$ cat src/rtl/stopwatch_ctrl.sv
// stopwatch_ctrl: sequencing controller for the endless-mode stopwatch.
// Owns four BCD time digits (ss.cc) and steps them through IDLE/RUN/PAUSE/DONE
// under one-cycle game-control pulses and a 100 Hz tick.
// Ports:
//   clk, rst_n        clock, asynchronous active-low reset
//   tick              one-cycle centisecond enable
//   level             current game level; timing only while == ENDLESS_LEVEL
//   start/stop/pause  one-cycle control pulses
//   sec_ten..msec_uni registered BCD digits (0-9 each)
//   running, done     registered state flags (RUN / DONE)
module stopwatch_ctrl #(
  parameter logic [1:0] ENDLESS_LEVEL = 2'd3,
  parameter bit         STOP_AT_MAX   = 1'b1
) (
  input  logic       clk,
  input  logic       rst_n,
  input  logic       tick,
  input  logic [1:0] level,
  input  logic       start,
  input  logic       stop,
  input  logic       pause,
  output logic [3:0] sec_ten,
  output logic [3:0] sec_uni,
  output logic [3:0] msec_ten,
  output logic [3:0] msec_uni,
  output logic       running,
  output logic       done
);

  localparam int unsigned DIGIT_W = 4;
  localparam logic [DIGIT_W-1:0] DIGIT_MAX = DIGIT_W'(9);
  localparam logic [DIGIT_W-1:0] DIGIT_ONE = DIGIT_W'(1);

  typedef enum logic [1:0] {IDLE, RUN, PAUSE, DONE} state_t;

  typedef struct packed {
    logic [DIGIT_W-1:0] st;
    logic [DIGIT_W-1:0] su;
    logic [DIGIT_W-1:0] mt;
    logic [DIGIT_W-1:0] mu;
  } time_t;

  state_t state_q, state_d;
  time_t  time_q, time_d;
  logic   running_d, done_d;
  logic   at_max;

  // BCD ripple increment; each digit wraps 9 -> 0 and carries upward.
  function automatic time_t bcd_inc(input time_t t);
    time_t r;
    r = t;
    if (t.mu != DIGIT_MAX) begin
      r.mu = t.mu + DIGIT_ONE;
    end else begin
      r.mu = '0;
      if (t.mt != DIGIT_MAX) begin
        r.mt = t.mt + DIGIT_ONE;
      end else begin
        r.mt = '0;
        if (t.su != DIGIT_MAX) begin
          r.su = t.su + DIGIT_ONE;
        end else begin
          r.su = '0;
          r.st = (t.st != DIGIT_MAX) ? t.st + DIGIT_ONE : '0;
        end
      end
    end
    return r;
  endfunction

  assign at_max = (time_q.st == DIGIT_MAX) && (time_q.su == DIGIT_MAX) &&
                  (time_q.mt == DIGIT_MAX) && (time_q.mu == DIGIT_MAX);

  // State, digits and flags register
  always_ff @(posedge clk or negedge rst_n) begin
    if (!rst_n) begin
      state_q <= IDLE;
      time_q  <= '0;
      running <= 1'b0;
      done    <= 1'b0;
    end else begin
      state_q <= state_d;
      time_q  <= time_d;
      running <= running_d;
      done    <= done_d;
    end
  end

  // Next state / next digits; priority level-exit > start > stop > pause > tick
  always_comb begin
    state_d = state_q;
    time_d  = time_q;
    if (level != ENDLESS_LEVEL) begin
      state_d = IDLE;
      time_d  = '0;
    end else begin
      unique case (state_q)
        IDLE: begin
          if (start) begin
            state_d = RUN;
            time_d  = '0;
          end
        end
        RUN: begin
          if (start) begin
            time_d = '0;
          end else if (stop) begin
            state_d = DONE;
          end else if (pause) begin
            state_d = PAUSE;
          end else if (tick) begin
            if (at_max && STOP_AT_MAX) begin
              state_d = DONE;
            end else begin
              time_d = bcd_inc(time_q);
            end
          end
        end
        PAUSE: begin
          if (start) begin
            state_d = RUN;
            time_d  = '0;
          end else if (stop) begin
            state_d = DONE;
          end else if (pause) begin
            state_d = RUN;
          end
        end
        DONE: begin
          if (start) begin
            state_d = RUN;
            time_d  = '0;
          end
        end
        default: begin
          state_d = IDLE;
          time_d  = '0;
        end
      endcase
    end
    running_d = (state_d == RUN);
    done_d    = (state_d == DONE);
  end

  assign sec_ten  = time_q.st;
  assign sec_uni  = time_q.su;
  assign msec_ten = time_q.mt;
  assign msec_uni = time_q.mu;

endmodule
$ cat config.mk
export PLATFORM = sky130hd
export DESIGN_NAME = stopwatch_ctrl
export DESIGN_NICKNAME = d
export VERILOG_FILES = /design/src/rtl/stopwatch_ctrl.sv
export SDC_FILE = /design/constraint.sdc
export NUM_CORES = 1
export LEC_CHECK = 0
export BUFFER_PORTS_ARGS = -buffer_cell sky130_fd_sc_hd__buf_2
export CAP_MARGIN = 20
export CELL_PAD_IN_SITES_DETAIL_PLACEMENT = 1
export CELL_PAD_IN_SITES_GLOBAL_PLACEMENT = 1
export CORE_MARGIN = 2
export CORE_UTILIZATION = 45
export DETAILED_ROUTE_END_ITERATION = 8
export PLACE_DENSITY_LB_ADDON = 0.1
export RECOVER_POWER = 25
export SLEW_MARGIN = 5
export SYNTH_ARGS = -nofsm -noshare
export SYNTH_HDL_FRONTEND = slang
export SYNTH_SLANG_ARGS = --single-unit
$ cat constraint.sdc
create_clock -name clk -period 4.8 [get_ports clk]
set_input_delay 0.48 -clock clk [delete_from_list [all_inputs] [get_ports clk]]
set_output_delay 0.48 -clock clk [all_outputs]
set_load 0.01 [all_outputs]
# Yosys cells after proc, flatten, opt, wreduce, memory -nomap -nowiden
# Cells that the tools add are included.
[op_classes] n_addsub=4 n_mul=0 n_div=0 n_lt_le_gt_ge=0 eq_ne=22 shift=0 n_mux=26 bitwise=0 reduce_logical=10
[ops] cell="2-to-1 mux 16 bit" count=7
[ops] cell="inequality test 4 bit (second input constant)" count=11
[ops] cell="one-hot mux 16 bit (2 select lines)" count=1
[ops] cell="2-to-1 mux 2 bit" count=10
[ops] cell="2-to-1 mux 4 bit" count=5
[ops] cell="adder 4 x 1 -> 4 bit (second input constant)" count=4
[ops] cell="== test 4 bit (second input constant)" count=4
[ops] cell="2-to-1 mux 12 bit" count=1
[ops] cell="2-to-1 mux 8 bit" count=1
[ops] cell="AND reduction 8 bit" count=1
[ops] cell="AND reduction 7 bit" count=1
[ops] cell="== test 2 bit (second input constant)" count=3
[ops] cell="one-hot mux 2 bit (3 select lines)" count=1
[ops] cell="AND reduction 6 bit" count=1
[ops] cell="AND reduction 5 bit" count=1
[ops] cell="== test 2 x 1 -> 1 bit (second input constant)" count=2
[ops] cell="logical AND 1 bit" count=3
[ops] cell="inequality test 3 x 1 -> 1 bit (second input constant)" count=1
[ops] cell="OR reduction 3 bit" count=1
[ops] cell="logical NOT 2 bit" count=1
[ops] cell="inequality test 2 bit (second input constant)" count=1
[ops] cell="OR reduction 2 bit" count=1
[word_totals] register_bits=20 latchBits=0 mem_bits_rw=0 romBits=0 in_bits=8 out_inout_bits=18 n_memories=0

# Longest topological paths before layout
[depth] word_depth=12 mapped_depth=9

# Worst setup path after synthesis
# Ideal clock, no wire load.
[synth_timing] kind="register -> register" startpoint="reg time_q (netlist bit sec_ten[1])" endpoint="reg time_q (netlist bit msec_ten[0])" arrival_ns=1.696 path_slack_ns=2.986 stages_incl_launch_ff=8 path_buffers=0 synth_period_minus_slack_ns=1.814 cell_sequence="dfrtp_1 > inv_1 > ha_1 > nand3b_1 > or2_4 > o311ai_4 > nor3_1 > a21o_1"
[synth_via] elab_chain_cells=6
[synth_lines] element="start: declaration" line="44" rtl="time_t time_q, time_d;"
[synth_lines] element="start signal: assignment" line="83" rtl="time_q <= time_d;"
[synth_lines] element="== test 4 bit" line="71" rtl="assign at_max = (time_q.st == DIGIT_MAX) && (time_q.su == DIGIT_MAX) &&"
[synth_lines] element="logical AND 1 bit (2 in a row)" line="71"
[synth_lines] element="logical AND 1 bit" line="72" rtl="(time_q.mt == DIGIT_MAX) && (time_q.mu == DIGIT_MAX);"
[synth_lines] element="inequality test 4 bit (no source line)"
[synth_lines] element="AND reduction 6 bit (no source line)"
# Every way passes these cells.
# A chain may end at the register's enable or synchronous reset.

# Worst setup path in the final report
[layout_timing] startpoint="reg state_q[1]" endpoint="reg time_q (netlist bit msec_uni[0])"
[layout_via] elab_chain_cells=4 word_cells_on_any_way=13 cone_classes="eq/ne: 8; mux: 2; reduce/logical: 3"
[layout_lines] element="start: declaration" line="43" rtl="state_t state_q, state_d;"
[layout_lines] element="start signal: assignment" line="82" rtl="state_q <= state_d;"
[layout_lines] element="== test 2 bit / logical NOT 2 bit (equally long branches)" line="97" rtl="unique case (state_q)"
[layout_lines] element="OR reduction 3 bit (no source line)"
[layout_lines] element="inequality test 3 x 1 -> 1 bit (no source line) / one-hot mux 16 bit (2 select lines) (equally long branches)"
[layout_lines] element="AND reduction 5 bit (no source line) / 2-to-1 mux 16 bit (equally long branches)"
# Parallel ways exist; a longest one is shown, timed or not.

==> flow_summary.ini <==
[timing]
fin_crit_ns = 2.03
setup_tns_ns = 0
max_slew_margin = 0.238
setup_viol = 0
maxSlewViolCount = 0
timing.hold.ws_ns = 0.343
fin_skew_ns = 0.0148
setup_ws_ns = 2.77
rsz0062_at_grt = false
fin_crit_sh = 0.423
hold_violations = 0
worstMarginPinSlew_ns = 1.14
fmax_mhz = 492

[setup_path]
arrival_ns = 2.27
cp_max_fo = 11
crit_chain = inv_1 -> ha_1 -> nand4bb_4 -> and2_1 -> o21bai_1 -> nand2_1 -> mux2i_1
path_buf_inv = 1
r2r_cells = 7
start_kind = flop
ff2ff_setup_slack_ns = 2.77
criticalPathCategory = flop to flop
cp_slowest_cell = dfrtp_1
worst-path-stages = 7
critical_path.endpoint_type = flop
reg2reg_from = state_q[1]
r2r_end = msec_uni[0]
worstPathRequired_ns = 5.04
crit_family = simple AND/OR/NAND/NOR gates
cpPeakStageDelay_ns = 0.45

[drt]
avgRoutedWirePerCell_um = 17.1
drtAntennaViolNets = 0
vias_per_cell = 5.82
dr_total_vias = 1246
first_pass_iters = 4
drc = 0
wirelength_um = 3650
drt-initial-drc-count = 70

[place]
io_buffers = 25
place_ws_ns = 2.80
dp_hpwl_um = 2700
gp_congestion = 0.815

[clock_network]
tritoncts = done
ctsResizeCount = 0
htreeDepth = 1
cts.clk_slew.worst_paths_ns = 0.13
post_cts_buffers = 0
numCtsBuffers = 3
clockRootBuffer = clkbuf_4
worstSkewPairLatency_ns = 0.32
postCtsHoldBufs = 0
clk_path_buf_depth = 2
cts_sinks = 20

[power]
pwr-share-seq = 0.550
clockPowerShare = 0.333
internal_power_uw = 230
power.leakage_uw = 0.000845
power_frac_comb = 0.118
swShare = 0.267
power.switching_uw = 83.6
ir_drop_mv = 0.123
powerDensity_nw_per_um2 = 193

[synthesis]
synth-seq-cells = 20
ys_top_cells_by_area = dfrtp_1 35%, ha_1 9.6%, o21ai_0 4.2%
syn_inst = 144
synthesis.area_um2 = 1430
synth_top_cell_by_area = dfrtp_1
syn_area_per_cell_um2 = 9.93
synth_warnings = 0
seq_area_frac_synth = 0.350
synthDominantCellAreaShare = 0.350
syn-num-nets = 163
yosysUniqueCellTypes = 45

[global_routing]
grt_max_degree = 21
grt_overflow = 0
grt_antenna_before_repair = 0
grt_pass1_vias = 1250
gr-usage-all-layers = 0.225
grt_pass1_wl_um = 6000

[cells_and_area]
diodes = 0
area_growth_pct = 13.5
fillers = 364
multi_input_area_um2 = 881
layout_commonest_cell = buf_2
drive_gt1_frac = 0.265
nets = 190
final_cell_mix = 24 x buf_2, 20 x dfrtp_1, 15 x nand2_1, 12 x o21ai_0, 11 x ha_1
register_area_um2 = 500

[floorplan]
initial_core_util = 0.472
num_rows = 20
core_um2 = 3030
die_w_um = 60.4
io_pins = 26
dieHeight_um = 60.4
dieArea_um2 = 3650

[hold_path]
hold_path.class = primary input to async pin

[flow_run]
drv_cap = 0

[run_status]
status = finished clean
-- how the worst max path moves through the flow --
stage,from,end,slack [ns]
after floorplan,sec_ten[1],msec_ten[0],2.99
after global placement,stop,sec_ten[3],2.86
after detailed placement,state_q[1],msec_uni[2],2.80
after CTS,state_q[1],msec_uni[0],2.76
after global routing,state_q[1],msec_uni[0],2.62
final,state_q[1],msec_uni[0],2.77
-- cell families after synthesis --
logic type,count (synthesis),synth area share
buf+inv,10,0.0341
flops,20,0.350
simple gates,58,0.276
fa+ha+maj,11,0.0962
compound gates,43,0.229
mux,2,0.0140
-- sequential cells by signal, summed over array words and instances, names as in the netlist --
| signal | count |
|---|---|
| state_q | 2 |
| sec_ten | 4 |
| done | 1 |
| msec_ten | 4 |
| msec_uni | 4 |
| sec_uni | 4 |
| running | 1 |
-- routing by layer --
| layer | wire length, um | vias to the layer above | global-route usage | share of wire |
|---|---|---|---|---|
| met3 | 115 | 4 | 0.0448 | 0.031 |
| met5 | 0 | - | 0 | 0 |
| met1 | 1610 | 631 | 0.270 | 0.44 |
| li1 | - | 588 | - | - |
| met2 | 1880 | 23 | 0.398 | 0.51 |
| met4 | 46 | 0 | 0.0825 | 0.013 |
-- synth_stat cells, drive strengths merged --
library cell	number
a21o	1
a21oi	5
a221o	1
a221oi	1
a31o	1
a31oi	3
a32o	1
and2	2
and3	1
and3b	1
and4b	1
clkbuf	3
dfrtp	20
ha	11
inv	7
mux2i	2
nand2	15
nand2b	4
nand3	7
nand3b	5
nand4b	2
nand4bb	1
nor2	5
nor2b	2
nor3	7
nor3b	1
nor4	1
o21ai	15
o21bai	3
o22ai	4
o311ai	1
o31ai	4
o41ai	3
or2	2
or3b	1
-- power groups by stage --
| stage | clock, uW | combinational [uW] | sequential (uW) |
|---|---|---|---|
| floorplan | 0 | 22.4 | 176 |
| global placement | 0 | 35.1 | 175 |
| detailed placement | 0 | 37.3 | 176 |
| CTS | 109 | 37.5 | 172 |
| global route | 114 | 41.0 | 173 |
| finish | 104 | 36.9 | 172 |
-- layout make-up --
class	count	area share
Multi-Input combinational cell	114	0.543
Sequential cell	20	0.308
Timing Repair Buffer	25	0.0763
Tap cell	44	0.0339
Clock buffer	4	0.0224
Inverter	7	0.0162
-- stage by stage --
| stage | cell area [um2] | util | instances | power [uW] |
|---|---|---|---|---|
| 6_report | 1620 | 0.536 | 214 | 314 |
| 5_1_grt | 1620 | 0.536 | 214 | 328 |
| 4_1_cts | 1620 | 0.536 | 214 | 319 |
| 3_5_place_dp | 1590 | 0.524 | 210 | 213 |
| 3_3_place_gp | 1590 | 0.524 | 210 | 210 |
| 2_1_floorplan | 1430 | - | 144 | 198 |
Power figures use the tool's default switching activity.
